`src/rtl/rx_l3_dispatch.sv`:
```
// Receive-side L3 dispatcher: EtherType steering, IPv4 header sanity and pad trimming.
// Optional ARP path enabled by defining RX_ARP_EN.
module rx_l3_dispatch #(
  parameter int OCT   = 8,
  parameter int CNT_W = 16
) (
  input  logic             RX_CLK,
  input  logic             rst_n,
  input  logic [15:0]      rx_ethertype,
  input  logic             rx_mac_valid,
  input  logic [OCT-1:0]   rx_mac_data,
  output logic             rx_payload_ipv4,
`ifdef RX_ARP_EN
  output logic             rx_payload_arp,
`endif
  output logic [OCT-1:0]   rx_payload,
  output logic             rx_ipv4_done,
  output logic             rx_ipv4_err,
  output logic [CNT_W-1:0] rx_drop_cnt
);

  // state | meaning
  // SKIP  | discard a frame in flight at reset release
  // IDLE  | wait for first byte, dispatch on EtherType
  // HDR   | IPv4 bytes 1..3, latch Total Length
  // BODY  | forward until Total Length bytes sent
  // PAD   | discard Ethernet padding
  // ARP   | forward whole ARP frame (RX_ARP_EN only)
  // DROP  | discard rest of rejected frame
  typedef enum logic [2:0] {
    S_SKIP, S_IDLE, S_HDR, S_BODY, S_PAD,
`ifdef RX_ARP_EN
    S_ARP,
`endif
    S_DROP
  } state_t;

  state_t           r_state, w_state_nxt;
  logic             r_ipv4, w_ipv4_nxt;
  logic             r_arp, w_arp_nxt;
  logic [OCT-1:0]   r_payload, w_payload_nxt;
  logic [15:0]      r_cnt, w_cnt_nxt;
  logic [15:0]      r_tl, w_tl_nxt;
  logic [3:0]       r_ihl, w_ihl_nxt;
  logic             r_done_pend, r_done, w_done_set;
  logic             r_err_pend, r_err, w_err_set, w_trunc;
  logic             w_drop;
  logic [CNT_W-1:0] r_drop_cnt;
  logic [15:0]      w_tl_full;

  assign w_tl_full = {r_tl[15:8], rx_mac_data[7:0]};

  always_comb begin
    w_state_nxt   = r_state;
    w_ipv4_nxt    = 1'b0;
    w_arp_nxt     = 1'b0;
    w_payload_nxt = r_payload;
    w_cnt_nxt     = r_cnt;
    w_tl_nxt      = r_tl;
    w_ihl_nxt     = r_ihl;
    w_done_set    = 1'b0;
    w_err_set     = 1'b0;
    w_trunc       = 1'b0;
    w_drop        = 1'b0;
    case (r_state)
      S_SKIP: if (!rx_mac_valid) w_state_nxt = S_IDLE;
      S_IDLE: begin
        if (rx_mac_valid) begin
          if (rx_ethertype == 16'h0800) begin
            if (rx_mac_data[7:4] == 4'd4 && rx_mac_data[3:0] >= 4'd5) begin
              w_ipv4_nxt    = 1'b1;
              w_payload_nxt = rx_mac_data;
              w_cnt_nxt     = 16'd1;
              w_ihl_nxt     = rx_mac_data[3:0];
              w_state_nxt   = S_HDR;
            end else begin
              w_drop      = 1'b1;
              w_state_nxt = S_DROP;
            end
          end
`ifdef RX_ARP_EN
          else if (rx_ethertype == 16'h0806) begin
            w_arp_nxt     = 1'b1;
            w_payload_nxt = rx_mac_data;
            w_state_nxt   = S_ARP;
          end
`endif
          else begin
            w_drop      = 1'b1;
            w_state_nxt = S_DROP;
          end
        end
      end
      S_HDR: begin
        if (!rx_mac_valid) begin
          w_trunc     = 1'b1;
          w_drop      = 1'b1;
          w_state_nxt = S_IDLE;
        end else begin
          w_ipv4_nxt    = 1'b1;
          w_payload_nxt = rx_mac_data;
          w_cnt_nxt     = r_cnt + 16'd1;
          if (r_cnt == 16'd2) begin
            w_tl_nxt = {rx_mac_data[7:0], r_tl[7:0]};
          end else if (r_cnt == 16'd3) begin
            w_tl_nxt = w_tl_full;
            // Header longer than the datagram claims: byte 3 still goes out, then abort
            if (w_tl_full < {10'd0, r_ihl, 2'b00}) begin
              w_err_set   = 1'b1;
              w_drop      = 1'b1;
              w_state_nxt = S_DROP;
            end else begin
              w_state_nxt = S_BODY;
            end
          end
        end
      end
      S_BODY: begin
        if (!rx_mac_valid) begin
          w_trunc     = 1'b1;
          w_drop      = 1'b1;
          w_state_nxt = S_IDLE;
        end else begin
          w_ipv4_nxt    = 1'b1;
          w_payload_nxt = rx_mac_data;
          w_cnt_nxt     = r_cnt + 16'd1;
          if (r_cnt + 16'd1 == r_tl) begin
            w_done_set  = 1'b1;
            w_state_nxt = S_PAD;
          end
        end
      end
`ifdef RX_ARP_EN
      S_ARP: begin
        if (rx_mac_valid) begin
          w_arp_nxt     = 1'b1;
          w_payload_nxt = rx_mac_data;
        end else begin
          w_state_nxt = S_IDLE;
        end
      end
`endif
      S_PAD, S_DROP: if (!rx_mac_valid) w_state_nxt = S_IDLE;
      default: w_state_nxt = S_SKIP;
    endcase
  end

  always_ff @(posedge RX_CLK or negedge rst_n) begin
    if (!rst_n) begin
      r_state     <= S_SKIP;
      r_ipv4      <= 1'b0;
      r_arp       <= 1'b0;
      r_payload   <= '0;
      r_cnt       <= 16'd0;
      r_tl        <= 16'd0;
      r_ihl       <= 4'd0;
      r_done_pend <= 1'b0;
      r_done      <= 1'b0;
      r_err_pend  <= 1'b0;
      r_err       <= 1'b0;
      r_drop_cnt  <= '0;
    end else begin
      r_state     <= w_state_nxt;
      r_ipv4      <= w_ipv4_nxt;
      r_arp       <= w_arp_nxt;
      r_payload   <= w_payload_nxt;
      r_cnt       <= w_cnt_nxt;
      r_tl        <= w_tl_nxt;
      r_ihl       <= w_ihl_nxt;
      r_done_pend <= w_done_set;
      r_done      <= r_done_pend;
      r_err_pend  <= w_err_set;
      r_err       <= r_err_pend | w_trunc;
      if (w_drop && r_drop_cnt != '1) r_drop_cnt <= r_drop_cnt + CNT_W'(1);
    end
  end

  assign rx_payload_ipv4 = r_ipv4;
`ifdef RX_ARP_EN
  assign rx_payload_arp  = r_arp;
`endif
  assign rx_payload      = r_payload;
  assign rx_ipv4_done    = r_done;
  assign rx_ipv4_err     = r_err;
  assign rx_drop_cnt     = r_drop_cnt;

`ifndef RX_ARP_EN
  logic w_unused;
  assign w_unused = r_arp;
`endif

endmodule
```
`config.mk`:
```
export PLATFORM = sky130hd
export DESIGN_NAME = rx_l3_dispatch
export DESIGN_NICKNAME = d
export VERILOG_FILES = /design/src/rtl/rx_l3_dispatch.sv
export SDC_FILE = /design/constraint.sdc
export NUM_CORES = 1
export LEC_CHECK = 0
export ABC_AREA = 1
export CAP_MARGIN = 20
export CORE_ASPECT_RATIO = 0.5
export CORE_UTILIZATION = 28
export DETAILED_ROUTE_END_ITERATION = 10
export GPL_TIMING_DRIVEN = 0
export MAX_ROUTING_LAYER = met4
export SYNTH_ARGS = -nofsm -noshare
export SYNTH_HDL_FRONTEND = slang
export SYNTH_SLANG_ARGS = --single-unit
```
`constraint.sdc`:
```
create_clock -name RX_CLK -period 2.5 [get_ports RX_CLK]
set_input_delay 0.5 -clock RX_CLK [delete_from_list [all_inputs] [get_ports RX_CLK]]
set_output_delay 0.5 -clock RX_CLK [all_outputs]
set_load 0.005 [all_outputs]
```
Word level (Yosys, flattened, before mapping)
Cells that the tools add are included.
W data, S select, Z words.
{"block": "classes", "mux": 43, "n_eq_ne": 19, "n_reduce_logical": 11, "n_bitwise": 2, "addsub": 2, "magnitude_cmp": 2}
{"operator": "$mux W16", "n": 5}
{"operator": "$mux W8", "n": 5}
{"operator": "$add A16 B1 Y16 const B", "n": 2}
{"operator": "$eq A16 B2 Y1 const B", "n": 2}
{"operator": "$pmux W16 S2", "n": 1}
{"operator": "$mux W3", "n": 10}
{"operator": "$mux W1", "n": 18}
{"operator": "$eq A16 B12 Y1 const B", "n": 1}
{"operator": "$eq A16 B16 Y1", "n": 1}
{"operator": "$lt A16 B6 Y1", "n": 1}
{"operator": "$ne A16 B16 Y1 const B", "n": 1}
{"operator": "$pmux W8 S2", "n": 1}
{"operator": "$pmux W3 S4", "n": 1}
{"operator": "$reduce_and A5 Y1", "n": 2}
{"operator": "$ne A3 B3 Y1 const B", "n": 3}
{"operator": "$ne A2 B2 Y1 const B", "n": 4}
{"operator": "$reduce_and A4 Y1", "n": 2}
{"operator": "$eq A3 B2 Y1 const B", "n": 2}
{"operator": "$eq A3 B3 Y1 const B", "n": 2}
{"operator": "$eq A4 B3 Y1 const B", "n": 1}
{"operator": "$ge A4 B3 Y1 const B", "n": 1}
{"operator": "$eq A3 B1 Y1 const B", "n": 1}
{"operator": "$logic_not A3 Y1", "n": 1}
{"operator": "$pmux W1 S3", "n": 1}
{"operator": "9 further kinds", "n": 10}
{"block": "totals", "register_bits": 68}

Logic depth before layout (Yosys ltp)
Gate-level depths: netlist (run 1).
{"block": "depth", "word_depth": 7, "ltp_mapped": 16, "mapped_depth_nobuf": 16}

Worst setup path after synthesis (run 1)
Ideal clock, no wire load.
{"block": "synth_path", "kind": "input-to-reg", "startpoint": "in rx_mac_data[3]", "endpoint": "reg r_drop_cnt[11] (netlist: rx_drop_cnt[11])", "cell_stages": 11, "setup_slack_ns": 0.556, "arrival_time_ns": 1.828, "setup_ns": 0.117, "cell_sequence": "ha_1 -> a21boi_0 -> o21ai_0 -> nand3_1 -> inv_1 -> nand4_1 -> o211ai_4 -> nand2_4 -> buf_6 -> nand2_1 -> nand2_1"}
{"block": "synth_via", "elab_chain_len": 7, "word_cells_on_any_way": 12}
{"item": "from (decl)", "line_no": "11", "rtl": "input logic [OCT-1:0] rx_mac_data,"}
{"item": "$lt A16 B6 Y1 / $ge A4 B3 Y1 (equally long branches)", "line_no": "108, 70"}
{"item": "$mux W1 / $logic_and A1 B1 Y1 (equally long branches)", "line_no": "108, 70"}
{"item": "$mux W1, on equally long branches", "line_no": "105, 70"}
{"item": "$mux W1, on equally long branches", "line_no": "103, 69"}
{"item": "$mux W1, on equally long branches", "line_no": "95, 68"}
{"item": "$pmux W1 S3 (*)", "line_no": "65", "rtl": "case (r_state)"}
{"item": "$logic_and A1 B1 Y1 (*)", "line_no": "174", "rtl": "if (w_drop && r_drop_cnt != '1) r_drop_cnt <= r_drop_cnt + CNT_W'(1);"}
{"item": "to (signal assigned)", "line_no": "174"}
{"item": "to (decl)", "line_no": "48", "rtl": "logic [CNT_W-1:0] r_drop_cnt;"}
Mark *: on every way between the ends. The rest lies on a longest branch, timed or not.
A chain may end at the register's enable or synchronous reset.

Final worst setup path (run 1)
{"block": "layout_path", "startpoint": "in rx_mac_data[3]", "endpoint": "reg r_drop_cnt[13] (netlist: rx_drop_cnt[13])"}
Same word-level chain as after synthesis.

==> flow_summary.yaml, run 1 <==
layout:
  diodes: 0
  syn_to_final_growth_pct: 27.8
  nets: 654
  drive_above_1_share_pct: 9.90
setup_path:
  critPathKind: "in -> reg"
  critPathLaunch: "rx_mac_data[3]"
  cp-end-kind: "flip-flop"
  cp_max_fo: 10
  rr_endpoint: "r_state[1]"
  startpoint_type: "input port"
  rr_worst_depth: 14
  r2r_start: "r_cnt[1]"
  arrival_ns: 2.56
  ff2ff_setup_slack_ns: 0.27
  critPathRequiredTime_ns: 2.72
sta:
  fin_crit_ns: 2.34
  drv_slew: 0
  relSlewSlack_pct: 61.1
  setup_tns_ns: 0
  setup_violations: 0
  fin_worst_skew_ns: 0.0127
  worst_pin_slew_ns: 0.583
  final-hold-violation-count: 0
  fin_crit_sh_pct: 93.8
  fmax_ghz: 0.427
min_path:
  hold-path-endpoint: "rx_ipv4_done"
  whs_path_depth: 0
  worstHoldPathType: "reg -> reg"
  hold_start: "r_done_pend"
power:
  power.density_nw_per_um2: 678
  power_leakage_nw: 2.37
  power_mw: 3.57
  ir_drop_mv: 0.297
clocking:
  clk_pin_slew_ns: 0.06
  cts.sinks: 68
  clock_latency_ns: 0.34
  cts_tree: "built"
  cts_buffer_depth: 2
  h-tree-depth: 3
  cts_root_buffer: "clkbuf_16"
  numCtsBuffers: 9
floorplan:
  die_width_um: 174
  io_pins: 54
  core_area_um2: 14000
  start_util_pct: 29.5
  die_h_um: 87.8
  rows: 30
  die-area_um2: 15200
synth:
  syn_inst: 553
  synth_area_per_cell_um2: 7.45
  synthArstFlopShare_pct: 100
  synth-edff-count: 0
  ys_types: 37
  synth_fp_nets: 586
  synth.largest_area_cell: "dfrtp_1"
  yosysSeqAreaShare_pct: 41.3
  synthTopCellsByArea: "dfrtp_1 41%, nand2_1 15%, nand3_1 6.8%"
  synth_flop_cell: "dfrtp_1"
  ys_ff_latch: 68
  yosysTopAreaCellShare_pct: 41.3
  ys_warn_count: 0
  syn_area_um2: 4120
routing:
  dr.pass1.iters: 5
  wl_per_cell_um: 13.1
  drcViolationCount: 0
  ant_nets: 0
  drt-total-wl_um: 10700
  drtIter0Drc: 259
  via_per_inst: 4.64
  vias: 3794
placed_design:
  gp_congestion: 0.889
  hpwl_um: 8030
  io_buffer_count: 53
global_routing:
  grt_pass1_wl_um: 18000
  grtUsageTotal_pct: 15.6
  grt_pass1_vias: 3545
  antenna_found_initial: 0
  grt_max_degree: 61
  overflow: 0
status:
  status: "complete, no violations"
flow_run:
  max_cap_viol_count: 0
-- how the worst max path moves through the flow --
stage                            endpoint  cells after the start  slack [ns]
after detailed placement        r_cnt[14]                     10       -0.36
after floorplan           rx_drop_cnt[11]                     11        0.56
after global routing      rx_drop_cnt[13]                     12       -0.01
after CTS                        r_cnt[8]                     10      0.0005
final                     rx_drop_cnt[13]                     12        0.16
after global placement     rx_drop_cnt[8]                      1       -1.60
-- kinds of logic (layout without fill, tap and decap cells) --
kind of cell | after synthesis | after routing | synth area share (%)
DFF | 68 | 68 | 41.3
xor gates and xnor gates | 17 | 17 | 3.61
AOI/OAI and AO/OA | 60 | 60 | 8.75
buffers and inverters | 79 | 152 | 7.81
and+or+nand+nor | 323 | 323 | 36.7
adders and majority gates | 6 | 6 | 1.82
-- power breakdown --
group / leakage, nW / switching (mW) / internal (mW)
sequential: 0.925 / 0.110 / 1.22
clock: 0.145 / 0.556 / 0.791
combinational: 1.30 / 0.471 / 0.419
-- cells in the mapped netlist, types with 3 or more instances --
library cell and count:
nor3_1 3, o21ai_0 30, nor4_1 4, inv_2 4
nand3_1 56, nand3b_1 4, ha_1 6, nand2_4 4
nor2_4 5, xnor2_1 6, nor2_1 45, o21ai_1 12
inv_1 64, o22ai_1 11, clkbuf_1 4, nand2_1 167
nand4_1 18, xor2_1 11, nor2_2 7, dfrtp_1 68
-- per-stage QoR --
stage | utilization, % | std cells | hold slack (ns) | instance area, µm² | setup WS (ns)
floorplan | - | 553 | 0.204 | 4120 | 0.556
global placement | 35.0 | 798 | 0.340 | 4890 | -1.60
detailed placement | 35.2 | 799 | 0.346 | 4910 | -0.357
CTS | 37.5 | 816 | 0.360 | 5230 | 0.000502
global route | 37.7 | 818 | 0.365 | 5270 | -0.0112
finish | 37.7 | 818 | 0.356 | 5270 | 0.155
-- worst max-delay path: stages --
cell	delay (ns)
clkdlybuf4s50_1	0.43
ha_1	0.30
a21boi_0	0.12
o21ai_0	0.18
nand3_1	0.14
inv_1	0.10
nand4_1	0.17
o211ai_4	0.23
nand2_4	0.12
buf_6	0.17
nand2_1	0.05
nand2_1	0.05
-- metal layers --
metal  wire length (µm)  up-vias  track usage, %  share of wire (%)
met5                  0        -               -                  0
met4                 76        0            3.86               0.71
met3                520        6            3.08                4.8
met2               4730       83            23.9                 44
met1               5420     1758            21.2                 50
li1                   -     1947               -                  -
-- cell usage in the layout (no fill, tap or decap), types with 7 or more instances in the layout --
cell type / count
nand2_1: 167
dfrtp_1: 67
inv_1: 64
nand3_1: 56
clkdlybuf4s50_1: 52
nor2_1: 45
o21ai_0: 29
nand4_1: 18
o21ai_1: 13
xor2_1: 11
o22ai_1: 11
clkbuf_16: 9
nor2_2: 7
-- registers in the layout, summed over array words and instances (netlist names) --
| signal | cells |
|---|---|
| rx_ipv4_err | 1 |
| r_state | 3 |
| rx_drop_cnt | 16 |
| r_ihl | 4 |
| rx_payload_ipv4 | 1 |
| r_err_pend | 1 |
| rx_ipv4_done | 1 |
| r_done_pend | 1 |
| r_tl | 16 |
| r_cnt | 16 |
| rx_payload | 8 |
-- repair_timing --
action                                  in CTS  in global routing
gates resized for setup                      0                  5
hold buffers                                 1                  0
setup buffers                                0                  2
endpoints found under the setup margin       0                 18
hold endpoints to repair                     8                  0
-- cell type report --
cell class                 instances  area [µm²]
fill                            1469        8700
multi-input combinational        406        2110
sequential                        68        1700
timing repair buffer              57         581
inverter                          69         263
tap                              192         240
clock buffer                       9         225
clock inverter                     7        82.6
buffer                            10        62.6
No activity file was read; power rests on OpenSTA's default activity.
==> inputs of run 2 (changes only) <==
--- a/config.mk
+++ b/config.mk
@@ -9,6 +9,7 @@
 export CAP_MARGIN = 20
 export CORE_ASPECT_RATIO = 0.5
 export CORE_UTILIZATION = 28
+export CTS_BUF_LIST = sky130_fd_sc_hd__clkbuf_16
 export DETAILED_ROUTE_END_ITERATION = 10
 export GPL_TIMING_DRIVEN = 0
 export MAX_ROUTING_LAYER = met4
==> results of run 2 <==
The final DEF is identical to that of run 1; final timing and power are the same.
